### src/rtl/opn_bus_pkg.sv
// Shared constants and types for the OPN CPU write-bus responder.
package opn_bus_pkg;

  // Meaning of the addr pin during a write strobe
  localparam logic ADDR_PHASE = 1'b0;
  localparam logic DATA_PHASE = 1'b1;

  // Bit positions inside the status byte returned on dout
  localparam int unsigned BUSY_BIT  = 7;
  localparam int unsigned OVF_BIT   = 6;
  localparam int unsigned TIMER_LSB = 0;

  // Register addresses also used by the register-init sequencer
  localparam logic [7:0] REG_TIMER_CTRL = 8'h27;
  localparam logic [7:0] REG_KEY_ON     = 8'h28;
  localparam logic [7:0] REG_DT_MUL     = 8'h30;
  localparam logic [7:0] REG_TL         = 8'h40;
  localparam logic [7:0] REG_KS_AR      = 8'h50;
  localparam logic [7:0] REG_AM_DR      = 8'h60;
  localparam logic [7:0] REG_SR         = 8'h70;
  localparam logic [7:0] REG_SL_RR      = 8'h80;
  localparam logic [7:0] REG_SSG_EG     = 8'h90;
  localparam logic [7:0] REG_FNUM_LO    = 8'hA0;
  localparam logic [7:0] REG_FNUM_HI    = 8'hA4;
  localparam logic [7:0] REG_FB_ALG     = 8'hB0;

  // One queued register write
  typedef struct packed {
    logic [7:0] reg_addr;
    logic [7:0] reg_data;
  } fifo_entry_t;

endpackage

### src/rtl/opn_bus_responder_if.sv
// CPU write bus plus the drained register-write stream of the responder.
interface opn_bus_responder_if;

  logic       cs_n;
  logic       wr_n;
  logic       addr;
  logic [7:0] din;
  logic [7:0] dout;

  logic       out_valid;
  logic       out_ready;
  logic [7:0] out_addr;
  logic [7:0] out_data;

  // Host / consumer side
  modport master (
    output cs_n, wr_n, addr, din, out_ready,
    input  dout, out_valid, out_addr, out_data
  );

  // Responder side
  modport slave (
    input  cs_n, wr_n, addr, din, out_ready,
    output dout, out_valid, out_addr, out_data
  );

endinterface

### src/rtl/bus_wr_fifo.sv
// Small synchronous FIFO; push and pop on the same edge are legal when full or empty.
module bus_wr_fifo #(
  parameter int unsigned WIDTH = 16,
  parameter int unsigned DEPTH = 4
) (
  input  logic             clk_in,
  input  logic             rst,
  input  logic             push,
  input  logic [WIDTH-1:0] push_data,
  input  logic             pop,
  output logic             full,
  output logic             empty,
  output logic [WIDTH-1:0] head
);

  localparam int unsigned AW = $clog2(DEPTH);

  logic [WIDTH-1:0] mem_q [DEPTH];
  // Extra MSB on each pointer separates full from empty
  logic [AW:0]      wr_ptr_q;
  logic [AW:0]      rd_ptr_q;
  logic             do_push;
  logic             do_pop;

  assign empty   = (wr_ptr_q == rd_ptr_q);
  assign full    = (wr_ptr_q[AW] != rd_ptr_q[AW]) && (wr_ptr_q[AW-1:0] == rd_ptr_q[AW-1:0]);
  assign do_push = push && (!full || pop);
  assign do_pop  = pop && !empty;
  assign head    = mem_q[rd_ptr_q[AW-1:0]];

  // Storage write; contents need no reset because empty masks them
  always_ff @(posedge clk_in) begin
    if (do_push) begin
      mem_q[wr_ptr_q[AW-1:0]] <= push_data;
    end
  end

  // Pointer update
  always_ff @(posedge clk_in) begin
    if (rst) begin
      wr_ptr_q <= '0;
      rd_ptr_q <= '0;
    end else begin
      if (do_push) wr_ptr_q <= wr_ptr_q + (AW + 1)'(1);
      if (do_pop)  rd_ptr_q <= rd_ptr_q + (AW + 1)'(1);
    end
  end

endmodule

### src/rtl/opn_bus_responder.sv
// Responder end of the OPN CPU write bus: pairs address/data writes, queues them
// and returns a registered status byte.
module opn_bus_responder
  import opn_bus_pkg::*;
#(
  parameter int unsigned FIFO_DEPTH  = 4,
  parameter int unsigned BUSY_CYCLES = 32
) (
  input  logic                      clk_in,
  input  logic                      rst,
  input  logic                      cen,
  input  logic [1:0]                timer_flags,
  output logic [7:0]                ovf_cnt,
  opn_bus_responder_if.slave        bus
);

  localparam int unsigned CW = $clog2(BUSY_CYCLES + 1);

  logic          wr_n_q;
  logic [7:0]    addr_latch_q;
  logic [CW-1:0] busy_cnt_q;
  logic          ovf_q;
  logic [7:0]    ovf_cnt_q;
  logic [7:0]    dout_q;
  logic [7:0]    dout_d;

  logic          wr_ev;
  logic          addr_ev;
  logic          data_ev;
  logic          pop;
  logic          push_ok;
  logic          drop;
  logic          busy;

  logic          fifo_full;
  logic          fifo_empty;
  fifo_entry_t   push_entry;
  fifo_entry_t   head;

  // Falling edge of wr_n with chip select, only on enabled edges
  assign wr_ev   = cen && !bus.cs_n && !bus.wr_n && wr_n_q;
  assign addr_ev = wr_ev && (bus.addr == ADDR_PHASE);
  assign data_ev = wr_ev && (bus.addr == DATA_PHASE);

  // A pop on the same edge frees a slot for a push into a full FIFO
  assign pop     = !fifo_empty && bus.out_ready;
  assign push_ok = data_ev && (!fifo_full || pop);
  assign drop    = data_ev && fifo_full && !pop;

  assign push_entry = '{reg_addr: addr_latch_q, reg_data: bus.din};

  bus_wr_fifo #(
    .WIDTH ($bits(fifo_entry_t)),
    .DEPTH (FIFO_DEPTH)
  ) u_fifo (
    .clk_in    (clk_in),
    .rst       (rst),
    .push      (push_ok),
    .push_data (push_entry),
    .pop       (pop),
    .full      (fifo_full),
    .empty     (fifo_empty),
    .head      (head)
  );

  // Head is masked so the outputs read zero whenever nothing is queued
  assign bus.out_valid = !fifo_empty;
  assign bus.out_addr  = fifo_empty ? 8'h00 : head.reg_addr;
  assign bus.out_data  = fifo_empty ? 8'h00 : head.reg_data;

  assign busy = (busy_cnt_q != '0) || !fifo_empty;

  // Status byte assembly
  always_comb begin
    dout_d                       = 8'h00;
    dout_d[BUSY_BIT]             = busy;
    dout_d[OVF_BIT]              = ovf_q;
    dout_d[TIMER_LSB +: 2]       = timer_flags;
  end

  // Strobe history and register-address latch, advanced only on enabled edges
  always_ff @(posedge clk_in) begin
    if (rst) begin
      wr_n_q       <= 1'b0;
      addr_latch_q <= 8'h00;
    end else begin
      if (cen)     wr_n_q       <= bus.wr_n;
      if (addr_ev) addr_latch_q <= bus.din;
    end
  end

  // Busy hold-off: reload on each accepted data write, count down on enabled edges
  always_ff @(posedge clk_in) begin
    if (rst) begin
      busy_cnt_q <= '0;
    end else if (push_ok) begin
      busy_cnt_q <= CW'(BUSY_CYCLES);
    end else if (cen && (busy_cnt_q != '0)) begin
      busy_cnt_q <= busy_cnt_q - CW'(1);
    end
  end

  // Sticky overflow flag and saturating dropped-write counter
  always_ff @(posedge clk_in) begin
    if (rst) begin
      ovf_q     <= 1'b0;
      ovf_cnt_q <= 8'h00;
    end else if (drop) begin
      ovf_q <= 1'b1;
      if (ovf_cnt_q != 8'hFF) ovf_cnt_q <= ovf_cnt_q + 8'd1;
    end
  end

  // Registered status output, refreshed every edge
  always_ff @(posedge clk_in) begin
    if (rst) dout_q <= 8'h00;
    else     dout_q <= dout_d;
  end

  assign bus.dout = dout_q;
  assign ovf_cnt  = ovf_cnt_q;

endmodule

### src/flat_wrapper.sv
// flat-port wrapper written by rule: the top's interface ports become plain ports
module opn_bus_responder_flat import opn_bus_pkg::*;
#(
  parameter int unsigned FIFO_DEPTH  = 4,
  parameter int unsigned BUSY_CYCLES = 32
)
  (clk_in, rst, cen, timer_flags, ovf_cnt, bus_cs_n, bus_wr_n, bus_addr, bus_din, bus_out_ready, bus_dout, bus_out_valid, bus_out_addr, bus_out_data);
  opn_bus_responder_if bus_i ();
  input  logic clk_in;
  input  logic rst;
  input  logic cen;
  input  logic [1:0] timer_flags;
  output logic [7:0] ovf_cnt;
  input wire logic [$bits(bus_i.cs_n)-1:0] bus_cs_n;
  input wire logic [$bits(bus_i.wr_n)-1:0] bus_wr_n;
  input wire logic [$bits(bus_i.addr)-1:0] bus_addr;
  input wire logic [$bits(bus_i.din)-1:0] bus_din;
  input wire logic [$bits(bus_i.out_ready)-1:0] bus_out_ready;
  output wire logic [$bits(bus_i.dout)-1:0] bus_dout;
  output wire logic [$bits(bus_i.out_valid)-1:0] bus_out_valid;
  output wire logic [$bits(bus_i.out_addr)-1:0] bus_out_addr;
  output wire logic [$bits(bus_i.out_data)-1:0] bus_out_data;
  assign bus_i.cs_n = bus_cs_n;
  assign bus_i.wr_n = bus_wr_n;
  assign bus_i.addr = bus_addr;
  assign bus_i.din = bus_din;
  assign bus_i.out_ready = bus_out_ready;
  assign bus_dout = bus_i.dout;
  assign bus_out_valid = bus_i.out_valid;
  assign bus_out_addr = bus_i.out_addr;
  assign bus_out_data = bus_i.out_data;
  opn_bus_responder #(.FIFO_DEPTH(FIFO_DEPTH), .BUSY_CYCLES(BUSY_CYCLES)) u_core (.clk_in(clk_in), .rst(rst), .cen(cen), .timer_flags(timer_flags), .ovf_cnt(ovf_cnt), .bus(bus_i));
endmodule
### config.mk
export PLATFORM = sky130hd
export DESIGN_NAME = opn_bus_responder_flat
export DESIGN_NICKNAME = d
export VERILOG_FILES = /design/src/rtl/opn_bus_pkg.sv /design/src/rtl/opn_bus_responder_if.sv /design/src/rtl/bus_wr_fifo.sv /design/src/rtl/opn_bus_responder.sv /design/src/flat_wrapper.sv
export SDC_FILE = /design/constraint.sdc
export NUM_CORES = 1
export LEC_CHECK = 0
export ABC_AREA = 1
export CAP_MARGIN = 20
export CELL_PAD_IN_SITES_DETAIL_PLACEMENT = 0
export CELL_PAD_IN_SITES_GLOBAL_PLACEMENT = 1
export CORE_ASPECT_RATIO = 1.25
export CORE_MARGIN = 3
export CORE_UTILIZATION = 52
export CTS_CLUSTER_SIZE = 16
export DETAILED_ROUTE_END_ITERATION = 12
export DONT_BUFFER_PORTS = 1
export PLACE_DENSITY = 0.88
export SLEW_MARGIN = 30
export SYNTH_ARGS = -nofsm -noshare
export SYNTH_HDL_FRONTEND = slang
export SYNTH_HIERARCHICAL = 1
export SYNTH_SLANG_ARGS = --single-unit
### constraint.sdc
create_clock -name clk_in -period 4.1 [get_ports clk_in]
set_input_delay 0.615 -clock clk_in [delete_from_list [all_inputs] [get_ports clk_in]]
set_output_delay 0.615 -clock clk_in [all_outputs]
set_load 0.005 [all_outputs]
== Word level (Yosys, flattened, before mapping) ==
Memory sizes are Yosys's and may differ from the RTL's. A register that Yosys moved wholly into a read port is not among the register bits.
Index checks and enable logic that the tools add are counted.
Storage, ports and cells
  bits in registers: 38
  bits in latches: 0
  bits in writable memories: 64
  bits in read-only memories: 0
  bits of input ports: 17
  output and inout port bits: 33
  logic and storage cells: 52
  memories kept: 1
Memories
  u_core.u_fifo.mem_q: words 4, width 16, rd ports 1, clocked after Yosys merged registers in 1, wr ports 1, RTL line bus_wr_fifo.sv:18  | logic [WIDTH-1:0] mem_q [DEPTH];
Operators by class
  add/sub/neg operators: 4
  $mul: 0
  divide/modulo/power cells: 0
  $lt $le $gt $ge: 0
  equal/unequal tests: 4
  shift-type cells: 0
  muxes and demuxes: 8
  bitwise gates (word level): 1
  reductions and logical operators: 24
Operators by type and width (count)
  two-way mux 8 bit: 2
  logical AND 1 bit: 13
  two-way mux 6 bit: 2
  adder 8 x 1 -> 8 bit, second input constant: 1
  inequality test 8 bit, second input constant: 1
  adder 3 x 1 -> 3 bit, second input constant: 2
  nonzero test 6 bit: 1
  subtractor 6 x 1 -> 6 bit, second input constant: 1
  zero test 1 bit: 5
  two-way mux 2 bit: 2
  equality test 3 bit: 1
  equality test 2 bit: 1
  logical OR 1 bit: 2
  two-way mux 1 bit: 2
  AND reduction 2 bit: 1
  nonzero test 2 bit: 1
  OR reduction 2 bit: 1
  inequality test 1 bit: 1
  NOT 1 bit: 1

== Longest topological paths before layout ==
Gate-level depths: netlist of the first run.
  depth in word-level cells: 9
  depth in mapped cells: 16
  gate-level depth less buffers: 15

== Cells and area by module ==
The synthesis of the first run kept the hierarchy.
By module, submodules not included
  bus_wr_fifo: instances 1, cells an instance 224, area each 2832.7 um^2, seq. area each 2082.0 um^2
  opn_bus_responder: instances 1, cells an instance 218, area each 1507.7 um^2, seq. area each 560.5 um^2

== Least setup slack after synthesis of the first run ==
Ideal clock, no wire load.
  path type: flip-flop to flip-flop
  start point: register u_core.u_fifo.wr_ptr_q[1]
  end point: memory u_core.u_fifo.mem_q[0][0] (enable)
  setup time: 389 ps
  arrival: 2171 ps
  required time: 3711 ps
  setup slack: 1541 ps
  cell stages (with the launch flop): 12
  path buffers: 1
  clock period less this slack: 2559 ps
  path through: dfxtp_1 > inv_1 > nand2_1 > nand2_1 > nand3_2 > inv_1 > buf_2 > o21ai_4 > nand4_1 > inv_1 > nand2_1 > nor2_1
On the way
  word-level cells in the longest chain between the ends: 8
  elaborated cells on any way between the ends: 11
  classes of those cells: 2 x eq/ne; 2 x mux; 7 x reduce/logical
Ends and longest elaborated chain
  start, declared: RTL line bus_wr_fifo.sv:20  | logic [AW:0] wr_ptr_q;
  start signal, assigned: RTL line bus_wr_fifo.sv:44  | if (do_push) wr_ptr_q <= wr_ptr_q + (AW + 1)'(1);
  equality test 3 bit: RTL line bus_wr_fifo.sv:25  | assign empty = (wr_ptr_q == rd_ptr_q);
  via u_core.fifo_empty: RTL line opn_bus_responder.sv:36  | logic fifo_empty;
  zero test 1 bit: RTL line opn_bus_responder.sv:46  | assign pop = !fifo_empty && bus.out_ready;
  logical AND 1 bit: RTL line opn_bus_responder.sv:46
  logical OR 1 bit: RTL line opn_bus_responder.sv:47  | assign push_ok = data_ev && (!fifo_full || pop);
  logical AND 1 bit: RTL line opn_bus_responder.sv:47
  via u_core.push_ok: RTL line opn_bus_responder.sv:31  | logic push_ok;
  logical AND 1 bit: RTL line bus_wr_fifo.sv:27  | assign do_push = push && (!full || pop);
  two-way mux 1 bit: RTL line bus_wr_fifo.sv:33  | if (do_push) begin
  two-way mux 1 bit (not written as such): RTL line bus_wr_fifo.sv:34  | mem_q[wr_ptr_q[AW-1:0]] <= push_data;
  end, declared: RTL line bus_wr_fifo.sv:18
The timed path passes the listed nets, and every way through them passes these cells.

== Worst setup path after layout of the first run ==
  start point: register u_core.u_fifo.wr_ptr_q[1]
  end point: memory u_core.u_fifo.mem_q[3][14] (enable)
Same word-level chain as after synthesis.

==> results of run 1 <==
cell usage after synthesis, types with 5 or more instances:
| cell type | n | area share |
|---|---|---|
| xor2_1 | 5 | 0.010 |
| buf_4 | 5 | 0.0086 |
| edfxtp_1 | 64 | 0.44 |
| inv_1 | 61 | 0.053 |
| ha_1 | 8 | 0.023 |
| nor2_1 | 77 | 0.067 |
| dfxtp_1 | 36 | 0.17 |
| clkbuf_1 | 10 | 0.0086 |
| nand3_1 | 15 | 0.017 |
| nand2_1 | 46 | 0.040 |
| nand2_2 | 5 | 0.0072 |
| o21ai_0 | 43 | 0.050 |
| a21oi_1 | 20 | 0.023 |
| o22ai_1 | 16 | 0.023 |
final cells by class:
class | count | area [sq um]
Timing Repair Buffer | 4 | 30.0
Clock inverter | 6 | 71.3
Multi-Input combinational cell | 263 | 1370
Sequential cell | 100 | 2640
Clock buffer | 10 | 128
Tap cell | 95 | 119
Inverter | 63 | 238
Fill cell | 693 | 3370
per-layer routing:
layer,vias to the layer above,wire length [um]
met3,14,512
met2,71,4080
li1,1452,-
met1,1379,3370
met4,0,123
met5,-,0
registers in the layout (all words and copies together), names as in the netlist, named ones only:
| name | cells |
|---|---|
| u_core/busy_cnt_q | 6 |
| u_core/bus.dout | 4 |
| u_core/ovf_cnt | 8 |
| u_core/wr_n_q | 1 |
| u_core/ovf_q | 1 |
| u_core/u_fifo/rd_ptr_q | 3 |
| u_core/addr_latch_q | 8 |
| u_core/u_fifo/wr_ptr_q | 3 |
| u_core/u_fifo/mem_q | 64 |
per-stage QoR:
| stage | hold WS, ns | setup WS (ns) | total power [W] | std cells |
|---|---|---|---|---|
| floorplan | 0.403 | 1.54 | 0.00126 | 445 |
| global placement | 0.421 | 1.32 | 0.00129 | 525 |
| detailed placement | 0.416 | 1.22 | 0.00129 | 525 |
| CTS | 0.290 | 1.19 | 0.00192 | 541 |
| global route | 0.281 | 0.933 | 0.00199 | 541 |
| finish | 0.309 | 1.22 | 0.00190 | 541 |
power by group:
group	internal (W)	switching [W]
combinational	0.0000582	0.000105
sequential	0.00109	0.0000179
clock	0.000289	0.000340
total	0.00144	0.000463
how the worst min path moves through the flow:
stage | endpoint | cells after the start | startpoint
after floorplan | u_core/bus.dout[6] | 2 | u_core/ovf_q
after global placement | u_core/bus.dout[6] | 2 | u_core/ovf_q
after detailed placement | u_core/bus.dout[6] | 2 | u_core/ovf_q
after CTS | u_core/ovf_cnt[3] | 1 | rst
after global routing | u_core/ovf_cnt[3] | 1 | rst
final | u_core/ovf_cnt[3] | 1 | rst
cells by family after synthesis:
logic type | after synthesis | share of synthesized area
buffers and inverters | 82 | 0.0781
AOI/OAI and AO/OA | 82 | 0.103
DFF | 100 | 0.609
and+or+nand+nor | 162 | 0.170
muxes | 1 | 0.00231
xor gates and xnor gates | 6 | 0.0138
adders and majority gates | 8 | 0.0231
other | 1 | 0.000864
==> impl_metrics.yaml, run 1 <==
worst_setup_path:
  critPathKind: "register to register"
  crit_end: "u_core/u_fifo/mem_q[3][14]"
  critPathLaunchType: "register"
  cp.arrival_ns: 2.87
  r2r-end: "u_core/u_fifo/mem_q[3][14]"
  worstRegToRegCells: 12
  crit_path_top_delay_cell: "inv_1"
  crit_path_cell_trace: "inv_1, nand2_1, nand2_1, nand3_2, inv_1, o21ai_4, nand4_1, inv_1, nand2_1, inv_1, nand2_2, inv_1"
  startpoint: "u_core/u_fifo/wr_ptr_q[1]"
  max_stage_delay_ns: 0.51
  required_ns: 4.09
  critPathMostFrequentCell: "inv_1"
  critPathBufInv: 5
  critPathCaptureType: "register"
  path_max_fanout: 19
  worstReg2RegStart: "u_core/u_fifo/wr_ptr_q[1]"
  cp_top_family: "buffers and inverters"
  worst-path-stages: 12
  reg2reg_slack_ns: 1.22
clock_network:
  htree_levels: 3
  clk_latency_ns: 0.36
  cts_buffers: 9
  cts_tree: "built"
  post_cts_resize_count: 0
  cts_buffer_depth: 2
  clkTransAtPathRegs_ns: 0.09
  numClockSinks: 100
  hold_buffers: 0
  cts_root_buffer: "clkbuf_8"
  cts_setup_buffers: 0
floorplanning:
  io_pins: 50
  die_h_um: 108
  core_sq_mm: 0.00797
  fp-row-count: 36
  die_area_sq_mm: 0.00949
  die_w_um: 87.7
  start_util: 0.544
drt:
  vias: 2916
  drt_wl_total_mm: 8.09
  drtAntennaViolNets: 0
  drt_iter0_drc: 131
  via_per_inst: 5.39
  first_pass_iters: 4
  wl_per_cell_um: 14.9
  drc: 0
yosys:
  avgSynthCellArea_sq_um: 9.82
  postSynthCellCount: 442
  yosysWarnings: 6
  synth_seq_cells: 100
  synth_seq_area_share: 0.609
  synth_edf_count: 64
  netlist-cell-type-count: 34
  netlist_area_sq_mm: 0.00434
  async_flop_share: 0
  synth_flop_cell: "edfxtp_1"
grt:
  grt_use_met2: 0.304
  gr-usage-all-layers: 0.179
  grt_pass1_vias: 2810
  grt.met3_usage: 0.0648
  antenna_found_initial: 0
  grtUsageMet1: 0.202
  grt_pass1_wl_mm: 12.9
  grt_overflow: 0
  grt_max_degree: 33
  busiest_layer: "met2"
power_and_ir_drop:
  p_leak_nw: 1.77
  cellPowerDensity_mw_per_mm2: 413
  peakVddDrop_v: 0.000203
final_layout:
  fin_nets: 466
  area_delta_synth_final_pct: 5.94
  diodes: 0
  drive_above_1_share: 0.0874
  fin_util: 0.577
  most-common-layout-cells: "nor2_1 (77), edfxtp_1 (64), inv_1 (61), nand2_1 (46), o21ai_0 (43)"
  design_area_sq_mm: 0.00460
  final_common_cell: "nor2_1"
flow_run:
  drv_cap: 0
status:
  status: "finished clean"
timing:
  skew_ns: 0.00996
  drv_slew: 0
  hold_viol: 0
  finalCriticalPeriod_ns: 2.88
  max_freq_mhz: 347
  rsz0062_at_grt: "false"
  setup_violations: 0
  worst_pin_slew_ns: 0.889
  tns_ns: 0
  period_share: 0.702
  timing.slew.headroom: 0.407
placed_design:
  dp.final_hpwl_mm: 5.39
  portBuffers: 0
  dpl-instance-area_sq_mm: 0.00440
  gp_congestion: 0.827
hold_path:
  min_path_type: "input pin to register"
(Power assumes the default switching activity.)
==> run 2, diff against run 1 <==
--- a/config.mk
+++ b/config.mk
@@ -11,11 +11,11 @@
 export CELL_PAD_IN_SITES_GLOBAL_PLACEMENT = 1
 export CORE_ASPECT_RATIO = 1.25
 export CORE_MARGIN = 3
-export CORE_UTILIZATION = 52
+export CORE_UTILIZATION = 49
 export CTS_CLUSTER_SIZE = 16
 export DETAILED_ROUTE_END_ITERATION = 12
 export DONT_BUFFER_PORTS = 1
-export PLACE_DENSITY = 0.88
+export PLACE_DENSITY = 0.84
 export SLEW_MARGIN = 30
 export SYNTH_ARGS = -nofsm -noshare
 export SYNTH_HDL_FRONTEND = slang
==> constraint.sdc (replaced) <==
create_clock -name clk_in -period 2.94 [get_ports clk_in]
set_input_delay 0.441 -clock clk_in [delete_from_list [all_inputs] [get_ports clk_in]]
set_output_delay 0.441 -clock clk_in [all_outputs]
set_load 0.005 [all_outputs]
==> impl_metrics.yaml, run 2 (synthesized netlist as in run 1, its figures left out) <==
final_layout:
  most-common-layout-cells: "nor2_1 (77), edfxtp_1 (64), inv_1 (61), nand2_1 (46), o21ai_0 (43)"
  fin_nets: 469
  final_common_cell: "nor2_1"
  fin_util: 0.554
  area_delta_synth_final_pct: 7.61
  diodes: 0
  drive_above_1_share: 0.0958
  fin_cells: 566
  n_fill_cell: 744
  largest_reg_flops: 64
  design_area_sq_mm: 0.00467
timing:
  max_freq_mhz: 423
  worst_pin_slew_ns: 0.607
  period_share: 0.803
  tns_ns: 0
  finalCriticalPeriod_ns: 2.36
  final.setup.worst_slack_ns: 0.578
  timing.slew.headroom: 0.595
  setup_violations: 0
  skew_ns: 0.0136
  drv_slew: 0
  rsz0062_at_grt: "false"
  hold_viol: 0
clock_network:
  clk_latency_ns: 0.38
  clkTransAtPathRegs_ns: 0.10
  cts_buffer_depth: 2
  hold_buffers: 0
  post_cts_resize_count: 0
  htree_levels: 3
  cts_setup_buffers: 0
  cts_buffers: 9
  numClockSinks: 100
  cts_root_buffer: "clkbuf_8"
  cts_tree: "built"
grt:
  grt_overflow: 0
  grt_max_degree: 33
  grt_pass1_wl_mm: 14.0
  antenna_found_initial: 0
  gr-usage-all-layers: 0.175
  grt_pass1_vias: 2975
worst_setup_path:
  r2r-end: "u_core/u_fifo/mem_q[3][1]"
  cp.arrival_ns: 1.92
  path_max_fanout: 17
  critPathKind: "register to primary output"
  critPathLaunchType: "register"
  worstRegToRegCells: 13
  required_ns: 2.50
  worstReg2RegStart: "u_core/u_fifo/wr_ptr_q[1]"
  critPathCaptureType: "primary output"
  reg2reg_slack_ns: 0.58
floorplanning:
  die_w_um: 90.2
  core_sq_mm: 0.00843
  die_area_sq_mm: 0.0100
  start_util: 0.515
  fp-row-count: 37
  die_h_um: 111
  io_pins: 50
flow_run:
  drv_cap: 0
placed_design:
  post-place-ws_ns: 0.561
  placed_cells: 550
  dpl-instance-area_sq_mm: 0.00445
  dp.final_hpwl_mm: 5.65
  portBuffers: 0
  gp_congestion: 0.751
drt:
  drt_wl_total_mm: 8.33
  vias: 2898
  wl_per_cell_um: 14.7
  drt_iter0_drc: 189
  via_per_inst: 5.12
  first_pass_iters: 6
  drtAntennaViolNets: 0
  drc: 0
power_and_ir_drop:
  cellPowerDensity_mw_per_mm2: 579
  peakVddDrop_v: 0.000305
  p_leak_nw: 1.80
hold_path:
  whs_path_depth: 1
  min_path_type: "input pin to register"
  hold_end: "u_core/ovf_cnt[3]"
  min-delay-start: "rst"
status:
  status: "finished clean"
-- run 2: through the flow --
stage	total power [W]	hold WS [ns]
after floorplan	0.00176	0.403
after global placement	0.00180	0.415
after detailed placement	0.00180	0.419
after CTS	0.00273	0.0978
after global routing	0.00283	0.0912
final	0.00270	0.117
-- run 2: how the worst max path moves through the flow --
| stage | from | endpoint | depth (start not counted) |
|---|---|---|---|
| 2_1_floorplan | u_core/u_fifo/wr_ptr_q[1] | u_core/u_fifo/mem_q[0][0] | 11 |
| 3_3_place_gp | u_core/u_fifo/wr_ptr_q[1] | u_core/u_fifo/mem_q[3][13] | 13 |
| 3_5_place_dp | u_core/u_fifo/wr_ptr_q[1] | u_core/u_fifo/mem_q[3][0] | 13 |
| 4_1_cts | u_core/u_fifo/wr_ptr_q[1] | u_core/u_fifo/mem_q[3][1] | 13 |
| 5_1_grt | u_core/u_fifo/wr_ptr_q[1] | u_core/u_fifo/mem_q[0][9] | 11 |
| 6_report | register | bus_out_addr[3] | 5 |
-- run 2: area by class of cell --
class / instances / area [sq um] / share of cell area
inverter: 63 / 238 / 0.0509
timing repair buffer: 7 / 52.6 / 0.0113
sequential: 100 / 2640 / 0.566
clock buffer: 9 / 124 / 0.0265
multi-input combinational: 263 / 1370 / 0.293
clock inverter: 7 / 97.6 / 0.0209
tap: 117 / 146 / 0.0313
-- run 2: worst max-delay path, cell delays in order (launching register included) --
cell and delay [ns]:
dfxtp_1 0.52, inv_1 0.45, o21ai_0 0.16, o22ai_1 0.19
inv_1 0.06, nor2_1 0.17
-- run 2: per-layer routing --
| metal | routed length (um) | GRT usage |
|---|---|---|
| met1 | 3430 | 0.192 |
| met5 | 0 | 0 |
| met2 | 4200 | 0.304 |
| met4 | 179 | 0.0970 |
| met3 | 519 | 0.0502 |
-- run 2: power by group --
group | leakage, nW | internal (W) | total [W] | switching, W
Combinational | 0.816 | 0.0000812 | 0.000223 | 0.000142
Sequential | 0.876 | 0.00152 | 0.00154 | 0.0000239
Clock | 0.110 | 0.000416 | 0.000936 | 0.000520
==> run 3, diff against run 2 <==
--- a/config.mk
+++ b/config.mk
@@ -11,11 +11,11 @@
 export CELL_PAD_IN_SITES_GLOBAL_PLACEMENT = 1
 export CORE_ASPECT_RATIO = 1.25
 export CORE_MARGIN = 3
-export CORE_UTILIZATION = 49
+export CORE_UTILIZATION = 44
 export CTS_CLUSTER_SIZE = 16
 export DETAILED_ROUTE_END_ITERATION = 12
 export DONT_BUFFER_PORTS = 1
-export PLACE_DENSITY = 0.84
+export PLACE_DENSITY = 0.8
 export SLEW_MARGIN = 30
 export SYNTH_ARGS = -nofsm -noshare
 export SYNTH_HDL_FRONTEND = slang
==> constraint.sdc (replaced) <==
create_clock -name clk_in -period 2.1 [get_ports clk_in]
set_input_delay 0.315 -clock clk_in [delete_from_list [all_inputs] [get_ports clk_in]]
set_output_delay 0.315 -clock clk_in [all_outputs]
set_load 0.005 [all_outputs]
==> impl_metrics.yaml, run 3 (synthesized netlist as in run 1, its figures left out) <==
final_layout:
  final_common_cell: "nor2_1"
  diodes: 0
  area_delta_synth_final_pct: 14.6
  fin_cells: 587
  drive_above_1_share: 0.149
  fin_nets: 484
  n_fill_cell: 828
  fin_util: 0.531
  largest_reg_flops: 64
  most-common-layout-cells: "nor2_1 (73), edfxtp_1 (64), inv_1 (57), nand2_1 (45), o21ai_0 (43)"
placed_design:
  dp.final_hpwl_mm: 5.81
  post-place-ws_ns: 0.000270
  portBuffers: 0
  placed_cells: 566
  gp_congestion: 0.808
power_and_ir_drop:
  p_leak_nw: 1.91
  peakVddDrop_v: 0.000397
  cellPowerDensity_mw_per_mm2: 820
worst_setup_path:
  critPathKind: "register to register"
  cp.arrival_ns: 2.01
  startpoint: "u_core/u_fifo/wr_ptr_q[1]"
  max_stage_delay_ns: 0.37
  critPathLaunchType: "register"
  worstReg2RegStart: "u_core/u_fifo/wr_ptr_q[1]"
  path_max_fanout: 8
  cp_top_family: "simple AND/OR/NAND/NOR gates"
  critPathCaptureType: "register"
  crit_path_cell_trace: "inv_1, nand2_1, nand2_1, nand3_2, inv_2, o21ai_4, nand4_1, inv_2, buf_4, nand2_4, nor2_4, clkbuf_16"
  crit_path_top_delay_cell: "dfxtp_4"
  critPathBufInv: 5
  required_ns: 2.16
grt:
  grt_overflow: 0
  grt_pass1_wl_mm: 14.0
  grt_max_degree: 20
  antenna_found_initial: 0
  grt_pass1_vias: 2948
  gr-usage-all-layers: 0.165
timing:
  skew_ns: 0.00656
  drv_slew: 0
  period_share: 0.931
  finalCriticalPeriod_ns: 1.95
  hold_viol: 0
  setup_violations: 0
  max_freq_mhz: 512
  final.setup.worst_slack_ns: 0.146
clock_network:
  clk_latency_ns: 0.33
  cts_root_buffer: "clkbuf_16"
  hold_buffers: 0
  cts_buffers: 9
  clkTransAtPathRegs_ns: 0.07
  cts_buffer_depth: 2
  cts_tree: "built"
  htree_levels: 3
  numClockSinks: 100
status:
  status: "finished clean"
floorplanning:
  core_sq_mm: 0.00937
  io_pins: 50
  die_area_sq_mm: 0.0111
  fp-row-count: 39
  die_h_um: 117
  die_w_um: 94.8
  start_util: 0.463
drt:
  met2_length_mm: 4.37
  wl_met1_mm: 3.37
  drt_iter0_drc: 163
  drc: 0
  routed.top_layer: "met4"
  wl_met3_um: 691
  vias: 2963
  drtAntennaViolNets: 0
  wl_per_cell_um: 14.5
  first_pass_iters: 4
  drt_wl_total_mm: 8.51
  via_per_inst: 5.05
flow_run:
  drv_cap: 0
hold_path:
  min-delay-start: "rst"
  min_path_type: "input pin to register"
-- run 3: cell count changes in the layout (fill, tap and decap cells not counted), moves of 3 or more --
cell / previous run / this run
inv_1: 61 / 57
nor2_1: 77 / 73
clkbuf_8: 9 / 0
buf_4: 7 / 17
nor2_4: 1 / 4
clkbuf_16: 0 / 10
buf_12: 0 / 4
clkinvlp_4: 0 / 3
-- run 3: timing repair --
action | 4_1_cts | 5_1_grt
setup buffers | 1 | 3
resized for setup | 0 | 5
endpoints found under the setup margin | 16 | 66
cloned | 0 | 1
pin swaps | 0 | 3
-- run 3: through the flow --
step	hold WS [ns]	TNS, ns	total power (W)	instance area (sq um)
after global routing	0.0117	-0.251	0.00427	4980
after floorplan	0.377	0	0.00247	4390
after global placement	0.381	0	0.00252	4600
after CTS	0.0169	0	0.00412	4920
after detailed placement	0.380	0	0.00253	4600
final	0.0287	0	0.00408	4980
-- run 3: layer usage --
layer,vias up,track usage
li1,1495,-
met1,1379,0.177
met2,84,0.300
met3,5,0.0620
met4,0,0.0500
met5,-,0
-- run 3: worst register-to-register path: cells and delay by family (launching register included) --
family | cells | cell delay (ns)
and+or+nand+nor | 6 | 0.62
buffers and inverters | 5 | 0.56
DFF | 1 | 0.37
AOI/OAI and AO/OA | 1 | 0.13
-- run 3: path summary, 6_finish.rpt --
| path | end | cells past startpoint | slack [ns] |
|---|---|---|---|
| max reg2reg | u_core/u_fifo/mem_q[0][9] | 12 | 0.15 |
| min | u_core/ovf_cnt[3] | 1 | 0.03 |
| max | u_core/u_fifo/mem_q[0][9] | 12 | 0.15 |
| min reg2reg | u_core/bus.dout[6] | 2 | 0.43 |
-- run 3: power by group --
group	leakage, nW	switching, W	internal (W)
logic	0.893	0.000208	0.000118
clock network	0.143	0.000761	0.000835
registers	0.877	0.0000338	0.00213
-- run 3: layout make-up --
class,count,area (sq um),share of cell area
Timing Repair Buffer,22,233,0.0468
Sequential cell,100,2650,0.532
Inverter,63,245,0.0493
Clock buffer,9,225,0.0453
Clock inverter,7,68.8,0.0138
Multi-Input combinational cell,263,1400,0.282
Tap cell,123,154,0.0309
